### src/rtl/sm83_flags_pkg.sv
`default_nettype none
// ============================================================================
//  Module      : sm83_flags_pkg
//  Description : Shared definitions for the SM83 flag bank: architectural
//                flag indices, secondary-carry source encoding and the
//                layout of one saved flag context.
//  Ports       : none (package)
//  Revision    : 1.0 - initial release
// ============================================================================
package sm83_flags_pkg;

    // Architectural flag positions inside the flag vector.
    localparam int FLAG_C = 0;
    localparam int FLAG_H = 1;
    localparam int FLAG_N = 2;
    localparam int FLAG_Z = 3;

    // Secondary carry load source.
    typedef enum logic [1:0] {
        SEC_ALU   = 2'b00,
        SEC_SHIFT = 2'b01,
        SEC_DAA   = 2'b10,
        SEC_RSVD  = 2'b11
    } sec_src_e;

    // Flag count of the classic SM83 layout (Z N H C).
    localparam int CTX_NFLAGS = 4;

    // One saved context for the classic layout: raw primary flags with the
    // secondary carry in the least significant position.  Parametrised
    // instances use the same ordering as a flat vector of NFLAGS+1 bits.
    typedef struct packed {
        logic [CTX_NFLAGS-1:0] pri;
        logic                  sec;
    } flag_ctx_t;

    // Width of a saved context for an arbitrary flag count.
    function automatic int ctx_width(input int nflags);
        return nflags + 1;
    endfunction

endpackage
`default_nettype wire

### src/rtl/sm83_flags_stack.sv
`default_nettype none
// ============================================================================
//  Module      : sm83_flags_stack
//  Description : LIFO of saved flag contexts.  Supports push, pop and a
//                same-cycle push+pop swap with the top entry.  Reports
//                overflow/underflow as single-cycle strobes; the parent
//                keeps the sticky error state.
//  Ports       : clk, rst_n        - clock, async active-low reset
//                push, pop         - stack requests
//                wdata             - context to save (pre-edge registers)
//                rdata             - current top entry (0 when empty)
//                level             - occupied entries
//                full, empty       - level == DEPTH / level == 0
//                restore           - parent must load rdata this cycle
//                overflow          - push while full (push only)
//                underflow         - pop while empty
//  Revision    : 1.0 - initial release
// ============================================================================
module sm83_flags_stack
    import sm83_flags_pkg::*;
#(
    parameter int W     = 5,
    parameter int DEPTH = 4
) (
    input  logic                       clk,
    input  logic                       rst_n,
    input  logic                       push,
    input  logic                       pop,
    input  logic [W-1:0]               wdata,
    output logic [W-1:0]               rdata,
    output logic [$clog2(DEPTH+1)-1:0] level,
    output logic                       full,
    output logic                       empty,
    output logic                       restore,
    output logic                       overflow,
    output logic                       underflow
);

    localparam int LW = $clog2(DEPTH + 1);

    logic [LW-1:0] r_level;
    logic [W-1:0]  r_mem [DEPTH];

    logic          w_do_push;
    logic          w_do_pop;
    logic          w_do_swap;
    logic [DEPTH-1:0] w_wr_sel;

    assign empty     = (r_level == '0);
    assign full      = (r_level == LW'(DEPTH));
    assign level     = r_level;

    // A pop (alone or paired with push) is only honoured when not empty;
    // a pop-while-empty also suppresses the paired push.
    assign underflow = pop & empty;
    assign overflow  = push & ~pop & full;
    assign w_do_push = push & ~pop & ~full;
    assign w_do_pop  = pop & ~push & ~empty;
    assign w_do_swap = pop & push & ~empty;
    assign restore   = pop & ~empty;

    // Entry j is written by a push at level j, or by a swap when it is the
    // top entry (level j+1).
    generate
        for (genvar j = 0; j < DEPTH; j++) begin : g_wr_sel
            assign w_wr_sel[j] = (w_do_push & (r_level == LW'(j))) |
                                 (w_do_swap & (r_level == LW'(j + 1)));
        end
    endgenerate

    always_ff @(posedge clk or negedge rst_n) begin
        if (!rst_n) begin
            r_level <= '0;
        end else if (w_do_push) begin
            r_level <= r_level + LW'(1);
        end else if (w_do_pop) begin
            r_level <= r_level - LW'(1);
        end
    end

    // Stack contents need no reset: they are unreachable until pushed.
    always_ff @(posedge clk) begin
        for (int j = 0; j < DEPTH; j++) begin
            if (w_wr_sel[j]) begin
                r_mem[j] <= wdata;
            end
        end
    end

    always_comb begin
        rdata = '0;
        for (int j = 0; j < DEPTH; j++) begin
            if (r_level == LW'(j + 1)) begin
                rdata = r_mem[j];
            end
        end
    end

endmodule
`default_nettype wire

### src/rtl/sm83_flags_bank.sv
`default_nettype none
// ============================================================================
//  Module      : sm83_flags_bank
//  Description : Parametrised SM83 flag register bank: NFLAGS primary flags
//                with per-flag clear/set/bus/ALU update, a secondary carry,
//                output force/invert, a LIFO of saved contexts and sticky
//                stack/protocol error flags.
//  Ports       : clk, rst_n               - clock, async active-low reset
//                din / dout               - data-bus flag byte in / out
//                src_bus, src_alu         - primary write source select
//                alu_flags                - ALU flag results
//                we, clr, set             - per-flag update enable/modes
//                force_en, cpl            - per-flag output force / invert
//                sec_we, sec_src, sec_sel - secondary carry control
//                shift_out_in, daa_carry_in - secondary carry sources
//                push, pop                - context save / restore
//                err_clr                  - clear sticky errors
//                flags, pri_flags         - effective / raw flags
//                stack_level/full/empty   - stack occupancy
//                stack_err, proto_err     - sticky error flags
//  Revision    : 1.0 - initial release
// ============================================================================
module sm83_flags_bank
    import sm83_flags_pkg::*;
#(
    parameter int NFLAGS   = 4,
    parameter int BUS_W    = 8,
    parameter int FLAG_LSB = 4,
    parameter int DEPTH    = 4
) (
    input  logic                       clk,
    input  logic                       rst_n,
    input  logic [BUS_W-1:0]           din,
    output logic [BUS_W-1:0]           dout,
    input  logic                       src_bus,
    input  logic                       src_alu,
    input  logic [NFLAGS-1:0]          alu_flags,
    input  logic [NFLAGS-1:0]          we,
    input  logic [NFLAGS-1:0]          clr,
    input  logic [NFLAGS-1:0]          set,
    input  logic [NFLAGS-1:0]          force_en,
    input  logic [NFLAGS-1:0]          cpl,
    input  logic                       sec_we,
    input  logic [1:0]                 sec_src,
    input  logic                       sec_sel,
    input  logic                       shift_out_in,
    input  logic                       daa_carry_in,
    input  logic                       push,
    input  logic                       pop,
    input  logic                       err_clr,
    output logic [NFLAGS-1:0]          flags,
    output logic [NFLAGS-1:0]          pri_flags,
    output logic [$clog2(DEPTH+1)-1:0] stack_level,
    output logic                       stack_full,
    output logic                       stack_empty,
    output logic                       stack_err,
    output logic                       proto_err
);

    localparam int CW = ctx_width(NFLAGS);

    logic [NFLAGS-1:0] r_pri;
    logic              r_sec;
    logic              r_stack_err;
    logic              r_proto_err;

    logic [NFLAGS-1:0] w_bus_flags;
    logic [NFLAGS-1:0] w_src_val;
    logic              w_src_ok;
    logic [NFLAGS-1:0] w_wr_en;
    logic [NFLAGS-1:0] w_pri_nxt;
    logic              w_sec_nxt;
    logic              w_proto_hit;
    logic [NFLAGS-1:0] w_base;
    logic [CW-1:0]     w_ctx;
    logic [CW-1:0]     w_top;
    logic              w_restore;
    logic              w_overflow;
    logic              w_underflow;
    logic              w_unused_din;

    assign w_bus_flags  = din[FLAG_LSB +: NFLAGS];
    // Bus bits outside the flag field carry no meaning here.
    assign w_unused_din = ^din;

    // Exactly one of src_bus/src_alu must be asserted for a source write.
    assign w_src_ok  = src_bus ^ src_alu;
    assign w_src_val = src_bus ? w_bus_flags : alu_flags;

    // A restore overrides every write; a secondary-carry write also claims
    // the carry slot, so primary C cannot be written in the same cycle.
    generate
        for (genvar i = 0; i < NFLAGS; i++) begin : g_wr_en
            if (i == FLAG_C) begin : g_carry
                assign w_wr_en[i] = we[i] & ~w_restore & ~sec_we;
            end else begin : g_other
                assign w_wr_en[i] = we[i] & ~w_restore;
            end
        end
    endgenerate

    always_comb begin
        w_pri_nxt   = r_pri;
        w_sec_nxt   = r_sec;
        w_proto_hit = 1'b0;
        for (int i = 0; i < NFLAGS; i++) begin
            if (w_wr_en[i]) begin
                if (clr[i]) begin
                    w_pri_nxt[i] = 1'b0;
                end else if (set[i]) begin
                    w_pri_nxt[i] = 1'b1;
                end else if (w_src_ok) begin
                    w_pri_nxt[i] = w_src_val[i];
                end else begin
                    w_proto_hit = 1'b1;
                end
            end
        end
        if (sec_we && !w_restore) begin
            case (sec_src_e'(sec_src))
                SEC_ALU:   w_sec_nxt = alu_flags[FLAG_C];
                SEC_SHIFT: w_sec_nxt = shift_out_in;
                SEC_DAA:   w_sec_nxt = daa_carry_in;
                SEC_RSVD:  w_proto_hit = 1'b1;
                default:   w_proto_hit = 1'b1;
            endcase
        end
    end

    // Saved context is always the raw pre-edge register state.
    assign w_ctx = {r_pri, r_sec};

    sm83_flags_stack #(
        .W     (CW),
        .DEPTH (DEPTH)
    ) u_stack (
        .clk       (clk),
        .rst_n     (rst_n),
        .push      (push),
        .pop       (pop),
        .wdata     (w_ctx),
        .rdata     (w_top),
        .level     (stack_level),
        .full      (stack_full),
        .empty     (stack_empty),
        .restore   (w_restore),
        .overflow  (w_overflow),
        .underflow (w_underflow)
    );

    always_ff @(posedge clk or negedge rst_n) begin
        if (!rst_n) begin
            r_pri <= '0;
            r_sec <= 1'b0;
        end else if (w_restore) begin
            r_pri <= w_top[CW-1:1];
            r_sec <= w_top[0];
        end else begin
            r_pri <= w_pri_nxt;
            r_sec <= w_sec_nxt;
        end
    end

    // Sticky errors: a new error in the same cycle as err_clr wins.
    always_ff @(posedge clk or negedge rst_n) begin
        if (!rst_n) begin
            r_stack_err <= 1'b0;
            r_proto_err <= 1'b0;
        end else begin
            r_stack_err <= w_overflow | w_underflow | (r_stack_err & ~err_clr);
            r_proto_err <= w_proto_hit | (r_proto_err & ~err_clr);
        end
    end

    always_comb begin
        w_base = r_pri;
        if (sec_sel) begin
            w_base[FLAG_C] = r_sec;
        end
    end

    // Force is applied first, then the invert.
    assign flags     = (w_base | force_en) ^ cpl;
    assign pri_flags = r_pri;
    assign stack_err = r_stack_err;
    assign proto_err = r_proto_err;

    always_comb begin
        dout = '0;
        dout[FLAG_LSB +: NFLAGS] = flags;
    end

endmodule
`default_nettype wire

### config.mk
export PLATFORM = sky130hd
export DESIGN_NAME = sm83_flags_bank
export DESIGN_NICKNAME = d
export VERILOG_FILES = /design/src/rtl/sm83_flags_pkg.sv /design/src/rtl/sm83_flags_stack.sv /design/src/rtl/sm83_flags_bank.sv
export SDC_FILE = /design/constraint.sdc
export NUM_CORES = 1
export LEC_CHECK = 0
export ABC_AREA = 1
export BUFFER_PORTS_ARGS = -buffer_cell sky130_fd_sc_hd__buf_2
export CORE_ASPECT_RATIO = 2
export CORE_MARGIN = 2
export CORE_UTILIZATION = 53
export DETAILED_ROUTE_END_ITERATION = 8
export GPL_TIMING_DRIVEN = 0
export PLACE_DENSITY = 0.84
export REMOVE_ABC_BUFFERS = 1
export SLEW_MARGIN = 20
export SYNTH_ARGS = -nofsm -noshare
export SYNTH_HDL_FRONTEND = slang
export SYNTH_SLANG_ARGS = --single-unit
### constraint.sdc
create_clock -name clk -period 5.92 [get_ports clk]
set_clock_uncertainty 0.2 [all_clocks]
set_input_delay 0.296 -clock clk [delete_from_list [all_inputs] [get_ports clk]]
set_output_delay 0.296 -clock clk [all_outputs]
set_load 0.01 [all_outputs]
# == Word-level counts from Yosys, hierarchy flattened ==
# Memory sizes are Yosys's and may differ from the RTL's.
# Cells that the tools add are included.
# word_totals
ff_bits,10
mem_bits_rw,20
in_bits,45
out_inout_bits,23
elab_cells,145
memories,1
# op_classes
add_sub_neg,2
n_eq_ne,7
n_mux,63
n_bitwise,41
n_reduce_logical,23
# mem_list
name,words,word_bits,rd,rd_clocked_by_memory_dff,write_ports,line_no,source
u_stack.r_mem,4,5,4,0,1,sm83_flags_stack.sv:42,logic [W-1:0] r_mem [DEPTH];
# op_table
cell,count
1-bit two-way mux,48
5-bit two-way mux,7
1-bit AND,24
4-bit nonzero test,5
5-bit OR reduction,3
2-bit nonzero test,6
2-bit AND reduction,5
4-bit two-way mux,2
1-bit NOT,7
1-bit OR,7
"3-bit by 2-bit == test with 1-bit output, second input constant",2
2-bit two-way mux,3
3-bit two-way mux,2
"2-bit == test, second input constant",2
4-bit OR,1
4-bit XOR,1
"3-bit by 1-bit adder with 3-bit output, second input constant",1
"3-bit by 1-bit == test with 1-bit output, second input constant",1
"3-bit == test, second input constant",1
3-bit zero test,1
1-bit one-hot mux with 3 select lines,1
"3-bit by 1-bit subtractor with 3-bit output, second input constant",1
"2-bit by 1-bit == test with 1-bit output, second input constant",1
2-bit zero test,1
other kinds (3),3

# == Logic depth before layout (Yosys ltp) ==
# Gate-level depths: netlist (run 1).
# depth
word_depth,22
mapped_depth,10

# == Cells and area by module ==
# From an unflattened synthesis (run 1), not the netlist that was laid out.
# hier_totals
cells_unflattened,254
area_unflattened_um2,1943.1
# modules_own_cells
mod,n_inst,cells_per_inst,area_per_inst_um2
sm83_flags_stack,1,129,1182.4
sm83_flags_bank,1,125,760.7

# == Worst setup path after synthesis (run 1) ==
# OpenSTA, ideal clock, no wires.
# synth_path
path_type,register to register
startpoint,reg u_stack.r_level[0] (netlist: u_stack.level[0])
endpoint,mem u_stack.r_mem[2][0] (enable)
t_arrival_ns,1.431
required_ns,5.365
path_slack_ns,3.934
path_stages_with_launch,7
period_less_slack_ns,1.986
cell_sequence,dfrtp_1 > inv_1 > ha_1 > inv_2 > nor2_1 > inv_1 > o22ai_1
# synth_via
word_cells_on_any_way,38
classes_between,4 x eq/ne; 14 x mux; 16 x bitwise; 4 x reduce/logical
# synth_lines
element,line_no,source
start: declaration,sm83_flags_stack.sv:41,logic [LW-1:0] r_level;
start signal: assignment,sm83_flags_stack.sv:75,r_level <= r_level + LW'(1);
start signal: assignment,sm83_flags_stack.sv:77,r_level <= r_level - LW'(1);
3-bit == test / 3-bit zero test (equally long branches),"sm83_flags_stack.sv:50, sm83_flags_stack.sv:49",
"1-bit NOT, on equally long branches","sm83_flags_stack.sv:57, sm83_flags_stack.sv:59",
"1-bit AND, on equally long branches","sm83_flags_stack.sv:57, sm83_flags_stack.sv:59",
"1-bit AND, on equally long branches","sm83_flags_stack.sv:66, sm83_flags_stack.sv:67",
1-bit OR *,sm83_flags_stack.sv:66,assign w_wr_sel[j] = (w_do_push & (r_level == LW'(j))) |
via u_stack.w_wr_sel[2],sm83_flags_stack.sv:47,logic [DEPTH-1:0] w_wr_sel;
1-bit two-way mux *,sm83_flags_stack.sv:84,if (w_wr_sel[j]) begin
1-bit two-way mux (not written as such) *,sm83_flags_stack.sv:85,r_mem[j] <= wdata;
5-bit OR reduction (no source line),n/a,
2-bit two-way mux (no source line) / 1-bit two-way mux (equally long branches) (2 in a row),n/a,
end: declaration,sm83_flags_stack.sv:42,
# The timed path passes the listed nets; every way through them passes the cells marked *.

# == Worst setup path in the final report (run 1) ==
# layout_path
startpoint,reg u_stack.r_level[0] (netlist: u_stack.level[0])
endpoint,mem u_stack.r_mem[3][4] (enable)
# layout_via
word_cells_on_any_way,38
classes_between,4 x eq/ne; 14 x mux; 16 x bitwise; 4 x reduce/logical
# layout_lines
element,line_no
3-bit == test / 3-bit zero test (equally long branches),"sm83_flags_stack.sv:50, sm83_flags_stack.sv:67, sm83_flags_stack.sv:49"
"1-bit NOT, on equally long branches","sm83_flags_stack.sv:57, sm83_flags_stack.sv:59"
"1-bit AND, on equally long branches","sm83_flags_stack.sv:57, sm83_flags_stack.sv:59"
"1-bit AND, on equally long branches","sm83_flags_stack.sv:66, sm83_flags_stack.sv:67"
1-bit OR *,sm83_flags_stack.sv:66
via u_stack.w_wr_sel[3],sm83_flags_stack.sv:47
1-bit two-way mux *,sm83_flags_stack.sv:84
1-bit two-way mux (not written as such) *,sm83_flags_stack.sv:85
5-bit OR reduction (no source line),n/a
2-bit two-way mux (no source line) / 1-bit two-way mux (equally long branches),n/a
# Marked as above.

==> out/qor.json, run 1 <==
{
  "clock_sink_count": {"value": 30},
  "number_of_buffers_on_the_longest_clock_path": {"value": 2},
  "required": {"value": 5.63, "unit": "ns"},
  "worst_hold_path.num_cells": {"value": 4},
  "synth_top_family_by_area": {"value": "simple AND/OR/NAND/NOR gates"},
  "initialDrtViolationCount": {"value": 49},
  "postCtsResizedCells": {"value": 0},
  "setup.worst_path.end_class": {"value": "flop"},
  "yosys.cell_types.count": {"value": 25},
  "max_clock_freq": {"value": 388, "unit": "MHz"},
  "floorplan_die_width": {"value": 46.3, "unit": "um"},
  "post_synth_mux_area_share": {"value": 0},
  "cellLeakagePower": {"value": 1.21, "unit": "nW"},
  "post_synth_and_or_nand_nor_area_fraction": {"value": 0.272},
  "drt-vias-per-instance": {"value": 4.89},
  "synth_area_per_cell": {"value": 7.90, "unit": "um^2"},
  "number_of_global_route_vias_before_repair": {"value": 1647},
  "tritoncts.num_buffers": {"value": 5},
  "final.min_clock_period": {"value": 2.58, "unit": "ns"},
  "ff2ff_setup_slack": {"value": 3.34, "unit": "ns"},
  "outcome": {"value": "finished, final reports clean"},
  "r2r-end": {"value": "u_stack.r_mem[3][4]$_DFFE_PP_"},
  "reg2regPathDepth": {"value": 5},
  "cts_root_buf": {"value": "sky130_fd_sc_hd__clkbuf_8"},
  "period_share": {"value": 0.435},
  "grt.overflow.total": {"value": 0},
  "synth_warnings": {"value": 0},
  "core_region_area": {"value": 3420, "unit": "um^2"},
  "finish.net_count": {"value": 354},
  "global_route_wire_length_before_repair": {"value": 7.07, "unit": "mm"},
  "dr_total_vias": {"value": 1701},
  "boundaryPins": {"value": 68},
  "yosys_most_used_dff": {"value": "sky130_fd_sc_hd__edfxtp_1"},
  "routed_len_inst": {"value": 12.6, "unit": "um"},
  "timing.hold.worst_endpoint": {"value": "stack_err$_DFF_PN0_"},
  "dp_cells": {"value": 339},
  "grt_setup_unrepaired": {"value": "no"},
  "timing_hold_violations_final": {"value": 0},
  "synth_top_cell_area_share": {"value": 0.317},
  "postSynth.asyncResetShare": {"value": 0.333},
  "detail_route.wirelength": {"value": 4.38, "unit": "mm"},
  "fp-row-count": {"value": 30},
  "grt_start_max_net_pins": {"value": 17},
  "netlist_instances": {"value": 240},
  "antenna_cells_inserted": {"value": 0},
  "post_layout_nonfiller_instances": {"value": 348},
  "yosys-top-cells-area": {"value": "sky130_fd_sc_hd__edfxtp_1 32%, sky130_fd_sc_hd__nand2_1 16%, sky130_fd_sc_hd__dfrtp_1 13%, sky130_fd_sc_hd__ha_1 6.6%, sky130_fd_sc_hd__nor2_1 5.9%"},
  "power_density": {"value": 385, "unit": "nW/um^2"},
  "timing_worst_slew_pin_value": {"value": 0.705, "unit": "ns"},
  "layout.cells.most_common_list": {"value": "81 x sky130_fd_sc_hd__nand2_1, 59 x sky130_fd_sc_hd__buf_2, 30 x sky130_fd_sc_hd__nor2_1"},
  "die_area": {"value": 4100, "unit": "um^2"},
  "yosys.area_share.xor_xnor": {"value": 0.0277},
  "timing.hold.worst.start": {"value": "err_clr"},
  "relative_slew_slack": {"value": 0.530},
  "critPathLaunchType": {"value": "flop"},
  "report.final.setup_viol": {"value": 0},
  "cts.reportedPaths.clkPinSlew": {"value": 0.07, "unit": "ns"},
  "drc": {"value": 0},
  "firstDrtPassIters": {"value": 4},
  "cts_hold_buf": {"value": 1},
  "timing_max_transition_violations_final": {"value": 0},
  "critical_path_class": {"value": "flop to flop"},
  "synth-edff-count": {"value": 20},
  "cts_tree": {"value": "built"},
  "area_growth_syn_to_layout": {"value": 20.3, "unit": "%"},
  "cp_max_fo": {"value": 13},
  "placement.io_buffers": {"value": 59},
  "detail-route-antenna-nets": {"value": 0},
  "number_of_antenna_violations_at_the_first_check_in_global_routing": {"value": 0},
  "worst-endpoint-arrival": {"value": 2.28, "unit": "ns"},
  "power.ir.vdd_worst": {"value": 0.220, "unit": "mV"},
  "dpl.hpwl": {"value": 3.37, "unit": "mm"},
  "postSynthRegisterBits": {"value": 30},
  "final_weighted_congestion_of_routability_driven_global_placement": {"value": 0.812},
  "drv.max_cap_violation_count": {"value": 0},
  "synth-seq-area-share": {"value": 0.449},
  "synth-compound-area-share": {"value": 0.0825},
  "worstReg2RegStart": {"value": "u_stack.level[0]$_DFFE_PN0P_"},
  "cts_setup_buffers": {"value": 0},
  "timing.setup.tns": {"value": 0, "unit": "ns"},
  "htree_num_levels": {"value": 2},
  "start_util": {"value": 0.555},
  "library_cell_with_the_largest_summed_area_after_synthesis": {"value": "sky130_fd_sc_hd__edfxtp_1"},
  "mostFrequentLayoutCell": {"value": "sky130_fd_sc_hd__nand2_1"},
  "source_to_sink_clock_delay_at_the_later_pin_of_the_worst_skew_pair": {"value": 0.28, "unit": "ns"},
  "summed_instance_area_of_the_synthesized_netlist": {"value": 1900, "unit": "um^2"},
  "timing.hold.worst.class": {"value": "input pin to flop"},
  "die_height": {"value": 88.6, "unit": "um"},
  "drive_above_1_share": {"value": 0.247},
  "synthAdderAreaFrac": {"value": 0.0660},
  "track_usage": {"value": 0.245}
}
[sequential cells by signal, summed over array words and instances (netlist names)]
name and cells:
r_sec 1, stack_err 1, proto_err 1, u_stack.level 3, pri_flags 4, u_stack.r_mem 20
[logic make-up (layout without fill, tap and decap cells)]
| kind of cell | Yosys count | after routing |
|---|---|---|
| XOR/XNOR | 6 | 6 |
| adder cells (fa/ha/maj) | 10 | 10 |
| other | 1 | 4 |
| AND/OR/NAND/NOR | 126 | 126 |
| buffers and inverters | 40 | 97 |
| AO/OA/AOI/OAI | 27 | 27 |
| flip-flops | 30 | 30 |
[report_power, final]
group          total [W]  internal [W]  switching [W]
clock           0.000169     0.0000936      0.0000752
sequential      0.000345      0.000297      0.0000476
combinational   0.000365      0.000134       0.000231
total           0.000878      0.000525       0.000354
[worst max path at each step]
| stage | depth (start not counted) | endpoint | startpoint |
|---|---|---|---|
| after detailed placement | 5 | u_stack.r_mem[3][2]$_DFFE_PP_ | u_stack.level[0]$_DFFE_PN0P_ |
| after global placement | 5 | u_stack.r_mem[3][3]$_DFFE_PP_ | u_stack.level[0]$_DFFE_PN0P_ |
| after floorplan | 5 | u_stack.r_mem[2][0]$_DFFE_PP_ | u_stack.level[0]$_DFFE_PN0P_ |
| final | 5 | u_stack.r_mem[3][4]$_DFFE_PP_ | u_stack.level[0]$_DFFE_PN0P_ |
| after CTS | 5 | u_stack.r_mem[3][4]$_DFFE_PP_ | u_stack.level[0]$_DFFE_PN0P_ |
| after global routing | 5 | u_stack.r_mem[2][2]$_DFFE_PP_ | u_stack.level[0]$_DFFE_PN0P_ |
[area by class of cell]
type	count	area, um^2
repair buffers	60	305
well taps	48	60.1
clock buffers	7	86.3
clock inverters	1	5.00
flip-flops and latches	30	851
multi-input cells	173	865
inverters	29	109
fillers	292	1130
[synth_stat cells (2+ instances only)]
master                     instances
sky130_fd_sc_hd__dfrtp_1          10
sky130_fd_sc_hd__xnor2_1           3
sky130_fd_sc_hd__inv_1            27
sky130_fd_sc_hd__nor2_1           30
sky130_fd_sc_hd__xor2_1            3
sky130_fd_sc_hd__nand2_4           2
sky130_fd_sc_hd__nand3_1           9
sky130_fd_sc_hd__o21ai_0          13
sky130_fd_sc_hd__nand2_1          81
sky130_fd_sc_hd__ha_1             10
sky130_fd_sc_hd__buf_4             9
sky130_fd_sc_hd__inv_2             2
sky130_fd_sc_hd__edfxtp_1         20
sky130_fd_sc_hd__o22ai_1           4
sky130_fd_sc_hd__a21oi_1           7
[per-stage QoR]
step / utilization / setup slack [ns] / power, W / hold WS (ns) / instance area [um^2]
floorplan: - / 3.77 / 0.000576 / -0.200 / 1820
global placement: 0.638 / 3.41 / 0.000691 / -0.0197 / 2180
detailed placement: 0.638 / 3.38 / 0.000709 / -0.0150 / 2180
CTS: 0.668 / 3.34 / 0.000883 / 0.108 / 2280
global route: 0.668 / 3.23 / 0.000943 / 0.122 / 2280
finish: 0.668 / 3.34 / 0.000878 / 0.106 / 2280
[critical path, stage by stage (launching register included)]
cell,delay (ns)
sky130_fd_sc_hd__dfrtp_1,0.42
sky130_fd_sc_hd__inv_1,0.10
sky130_fd_sc_hd__ha_1,0.25
sky130_fd_sc_hd__nand2_1,0.37
sky130_fd_sc_hd__nand2_2,0.25
sky130_fd_sc_hd__o22ai_1,0.61
[per-layer routing]
layer	track usage	up-vias	wire length [um]
met5	0	-	0
met4	0.132	0	111
met3	0.0265	8	196
met2	0.467	63	2660
met1	0.235	767	1410
li1	-	863	-
Note: power is estimated with default switching activity, not from simulation.
==> run 2: changes to the inputs <==
--- a/config.mk
+++ b/config.mk
@@ -9,10 +9,10 @@
 export BUFFER_PORTS_ARGS = -buffer_cell sky130_fd_sc_hd__buf_2
 export CORE_ASPECT_RATIO = 2
 export CORE_MARGIN = 2
-export CORE_UTILIZATION = 53
+export CORE_UTILIZATION = 50
 export DETAILED_ROUTE_END_ITERATION = 8
 export GPL_TIMING_DRIVEN = 0
-export PLACE_DENSITY = 0.84
+export PLACE_DENSITY = 0.8
 export REMOVE_ABC_BUFFERS = 1
 export SLEW_MARGIN = 20
 export SYNTH_ARGS = -nofsm -noshare
==> constraint.sdc (replaced) <==
create_clock -name clk -period 2.7 [get_ports clk]
set_clock_uncertainty 0.2 [all_clocks]
set_input_delay 0.135 -clock clk [delete_from_list [all_inputs] [get_ports clk]]
set_output_delay 0.135 -clock clk [all_outputs]
set_load 0.01 [all_outputs]
==> run 2 against run 1 <==
- die area is 5.6% higher
- sequential power grew 120%
- worst hold slack worse by 0.094 ns
- maximum frequency rose by 1.5%
- clock-buffer cell count is 1 higher
- final area increased by 0.71%
- first-iteration DRC count is 65% lower
- global-route usage shrank 2.6 points
- critical path type unchanged
==> out/qor.json, run 2 (synthesis gave the netlist of run 1 again) <==
{
  "outcome": {"value": "finished, final reports clean"},
  "number_of_global_route_vias_before_repair": {"value": 1695, "change": "+2.9%"},
  "tritoncts.num_buffers": {"value": 5, "change": "unchanged"},
  "final.min_clock_period": {"value": 2.54, "unit": "ns", "change": "-0.0371 ns"},
  "timing_hold_violations_final": {"value": 0, "change": "unchanged"},
  "worst_path_cell_trace": {"value": "inv_1 > ha_1 > nand2_1 > nand2_2 > o22ai_1"},
  "report.final.setup_viol": {"value": 0, "change": "unchanged"},
  "utilization": {"value": 0.630, "change": "-0.0377"},
  "timing_worst_slew_pin_value": {"value": 0.625, "unit": "ns", "change": "-0.0799 ns"},
  "final_weighted_congestion_of_routability_driven_global_placement": {"value": 0.759, "change": "-6.4%"},
  "source_to_sink_clock_delay_at_the_later_pin_of_the_worst_skew_pair": {"value": 0.28, "unit": "ns", "change": "about the same"},
  "drc": {"value": 0, "change": "unchanged"},
  "number_of_antenna_violations_at_the_first_check_in_global_routing": {"value": 0, "change": "unchanged"},
  "grt.overflow.total": {"value": 0, "change": "unchanged"},
  "largest_register_ff_count": {"value": 20, "change": "unchanged"},
  "power.ir.vdd_worst": {"value": 0.520, "unit": "mV", "change": "+140%"},
  "timing.hold.worst.class": {"value": "input pin to flop"},
  "grt_start_max_net_pins": {"value": 17, "change": "unchanged"},
  "cp_max_fo": {"value": 13, "change": "unchanged"},
  "finish.net_count": {"value": 356, "change": "+0.56%"},
  "cts_setup_buffers": {"value": 0, "change": "unchanged"},
  "core_region_area": {"value": 3650, "unit": "um^2", "change": "+6.7%"},
  "htree_num_levels": {"value": 2, "change": "unchanged"},
  "timing_max_transition_violations_final": {"value": 0, "change": "unchanged"},
  "detail_route.wirelength": {"value": 3.97, "unit": "mm", "change": "-9.3%"},
  "firstDrtPassIters": {"value": 4, "change": "unchanged"},
  "start_util": {"value": 0.520, "change": "-0.0351"},
  "antenna_cells_inserted": {"value": 0, "change": "unchanged"},
  "die_area": {"value": 4330, "unit": "um^2", "change": "+5.6%"},
  "cts_tree": {"value": "built"},
  "period_share": {"value": 0.940, "change": "+0.505"},
  "slowest_stage": {"value": "sky130_fd_sc_hd__o22ai_1"},
  "setup.worst_path.end_class": {"value": "flop"},
  "drt-vias-per-instance": {"value": 4.84, "change": "-1.0%"},
  "cts_root_buf": {"value": "sky130_fd_sc_hd__clkbuf_8"},
  "mostFrequentLayoutCell": {"value": "sky130_fd_sc_hd__nand2_1"},
  "dr_total_vias": {"value": 1698, "change": "-0.18%"},
  "max_clock_freq": {"value": 394, "unit": "MHz", "change": "+1.5%"},
  "placement.io_buffers": {"value": 59, "change": "unchanged"},
  "power_density": {"value": 820, "unit": "nW/um^2", "change": "+110%"},
  "number_of_buffers_on_the_longest_clock_path": {"value": 2, "change": "unchanged"},
  "worst_path_largest_cell_delay": {"value": 0.56, "unit": "ns", "change": "-0.05 ns"},
  "detail-route-antenna-nets": {"value": 0, "change": "unchanged"},
  "critPathLaunchType": {"value": "flop"},
  "area_growth_syn_to_layout": {"value": 21.1, "unit": "%"},
  "relative_slew_slack": {"value": 0.583, "change": "+0.0533"},
  "grt_setup_unrepaired": {"value": "no"},
  "drive_above_1_share": {"value": 0.242, "change": "-0.00494"},
  "cellLeakagePower": {"value": 1.21, "unit": "nW", "change": "+0.17%"},
  "cts.reportedPaths.clkPinSlew": {"value": 0.06, "unit": "ns", "change": "about the same"},
  "clock_sink_count": {"value": 30, "change": "unchanged"},
  "layout.cells.most_common_list": {"value": "81 x sky130_fd_sc_hd__nand2_1, 59 x sky130_fd_sc_hd__buf_2, 30 x sky130_fd_sc_hd__nor2_1"},
  "initialDrtViolationCount": {"value": 17, "change": "-65%"},
  "fp-row-count": {"value": 31, "change": "+3.3%"},
  "drv.max_cap_violation_count": {"value": 0, "change": "unchanged"},
  "dpl.hpwl": {"value": 3.25, "unit": "mm", "change": "-3.5%"},
  "routed_len_inst": {"value": 11.3, "unit": "um", "change": "-10%"},
  "fillCellCount": {"value": 334, "change": "+14%"},
  "track_usage": {"value": 0.220, "change": "-0.0257"},
  "worst-endpoint-arrival": {"value": 2.25, "unit": "ns", "change": "-0.03 ns"},
  "global_route_wire_length_before_repair": {"value": 6.87, "unit": "mm", "change": "-2.8%"},
  "die_height": {"value": 91.1, "unit": "um", "change": "+2.8%"},
  "required": {"value": 2.41, "unit": "ns", "change": "-3.22 ns"},
  "critical_path_class": {"value": "flop to flop"},
  "timing.setup.tns": {"value": 0, "unit": "ns", "change": "unchanged"},
  "boundaryPins": {"value": 68, "change": "unchanged"},
  "floorplan_die_width": {"value": 47.6, "unit": "um", "change": "+2.7%"},
  "registers.top_by_ff_count": {"value": "u_stack.r_mem"}
}
[run 2: worst max-delay path: cells and delay by family, from the launching register on]
| kind | cells | cell delay [ns] |
|---|---|---|
| simple gates | 2 | 0.61 |
| compound gates | 1 | 0.56 |
| buf+inv | 1 | 0.11 |
| fa+ha+maj | 1 | 0.26 |
| flops | 1 | 0.42 |
[run 2: cell type report]
| class | count | area [um^2] | share of cell area |
|---|---|---|---|
| well taps | 49 | 61.3 | 0.0267 |
| flip-flops and latches | 30 | 851 | 0.370 |
| clock buffers | 8 | 80.1 | 0.0349 |
| inverters | 29 | 109 | 0.0474 |
| multi-input cells | 173 | 871 | 0.379 |
| repair buffers | 62 | 325 | 0.142 |
[run 2: worst paths after layout]
check                                              from                       endpoint  slack (ns)  cells after the start
max                        u_stack.level[0]$_DFFE_PN0P_  u_stack.r_mem[2][1]$_DFFE_PP_        0.16                      5
min                                              clr[1]       pri_flags[1]$_DFFE_PN0P_        0.01                      6
max reg2reg                u_stack.level[0]$_DFFE_PN0P_  u_stack.r_mem[2][1]$_DFFE_PP_        0.16                      5
min reg2reg                         proto_err$_DFF_PN0_            proto_err$_DFF_PN0_        0.32                      2
max in group asynchronous                         rst_n              r_sec$_DFFE_PN0P_        2.03                      2
min in group asynchronous                         rst_n   u_stack.level[0]$_DFFE_PN0P_        0.06                      2
[run 2: timing repair]
item                                    CTS  global route
endpoints found under the setup margin    0             5
hold buffers                              3             0
hold endpoints to repair                 12             0
resized for setup                         0             1
[run 2: routing by layer]
layer,GRT usage,part of all wire,up-vias
li1,-,-,868
met1,0.220,0.34,766
met2,0.391,0.58,51
met3,0.0437,0.035,13
met4,0.108,0.040,0
met5,0,0,-
[run 2: stage by stage]
step | instance area, um^2 | hold WS, ns | setup slack [ns] | instances | total power (W)
6_report | 2300 | 0.0116 | 0.161 | 351 | 0.00188
5_1_grt | 2300 | 0.0371 | 0.0159 | 351 | 0.00204
4_1_cts | 2290 | 0.0123 | 0.153 | 351 | 0.00190
3_5_place_dp | 2180 | -0.178 | 0.178 | 340 | 0.00155
3_3_place_gp | 2180 | -0.180 | 0.192 | 340 | 0.00151
2_1_floorplan | 1820 | -0.361 | 0.545 | 232 | 0.00126
[run 2: power breakdown]
group	leakage, nW	switching [W]	internal [W]
registers	0.309	0.000108	0.000652
clock network	0.0395	0.000154	0.000183
logic	0.864	0.000484	0.000304
total	1.21	0.000746	0.00114
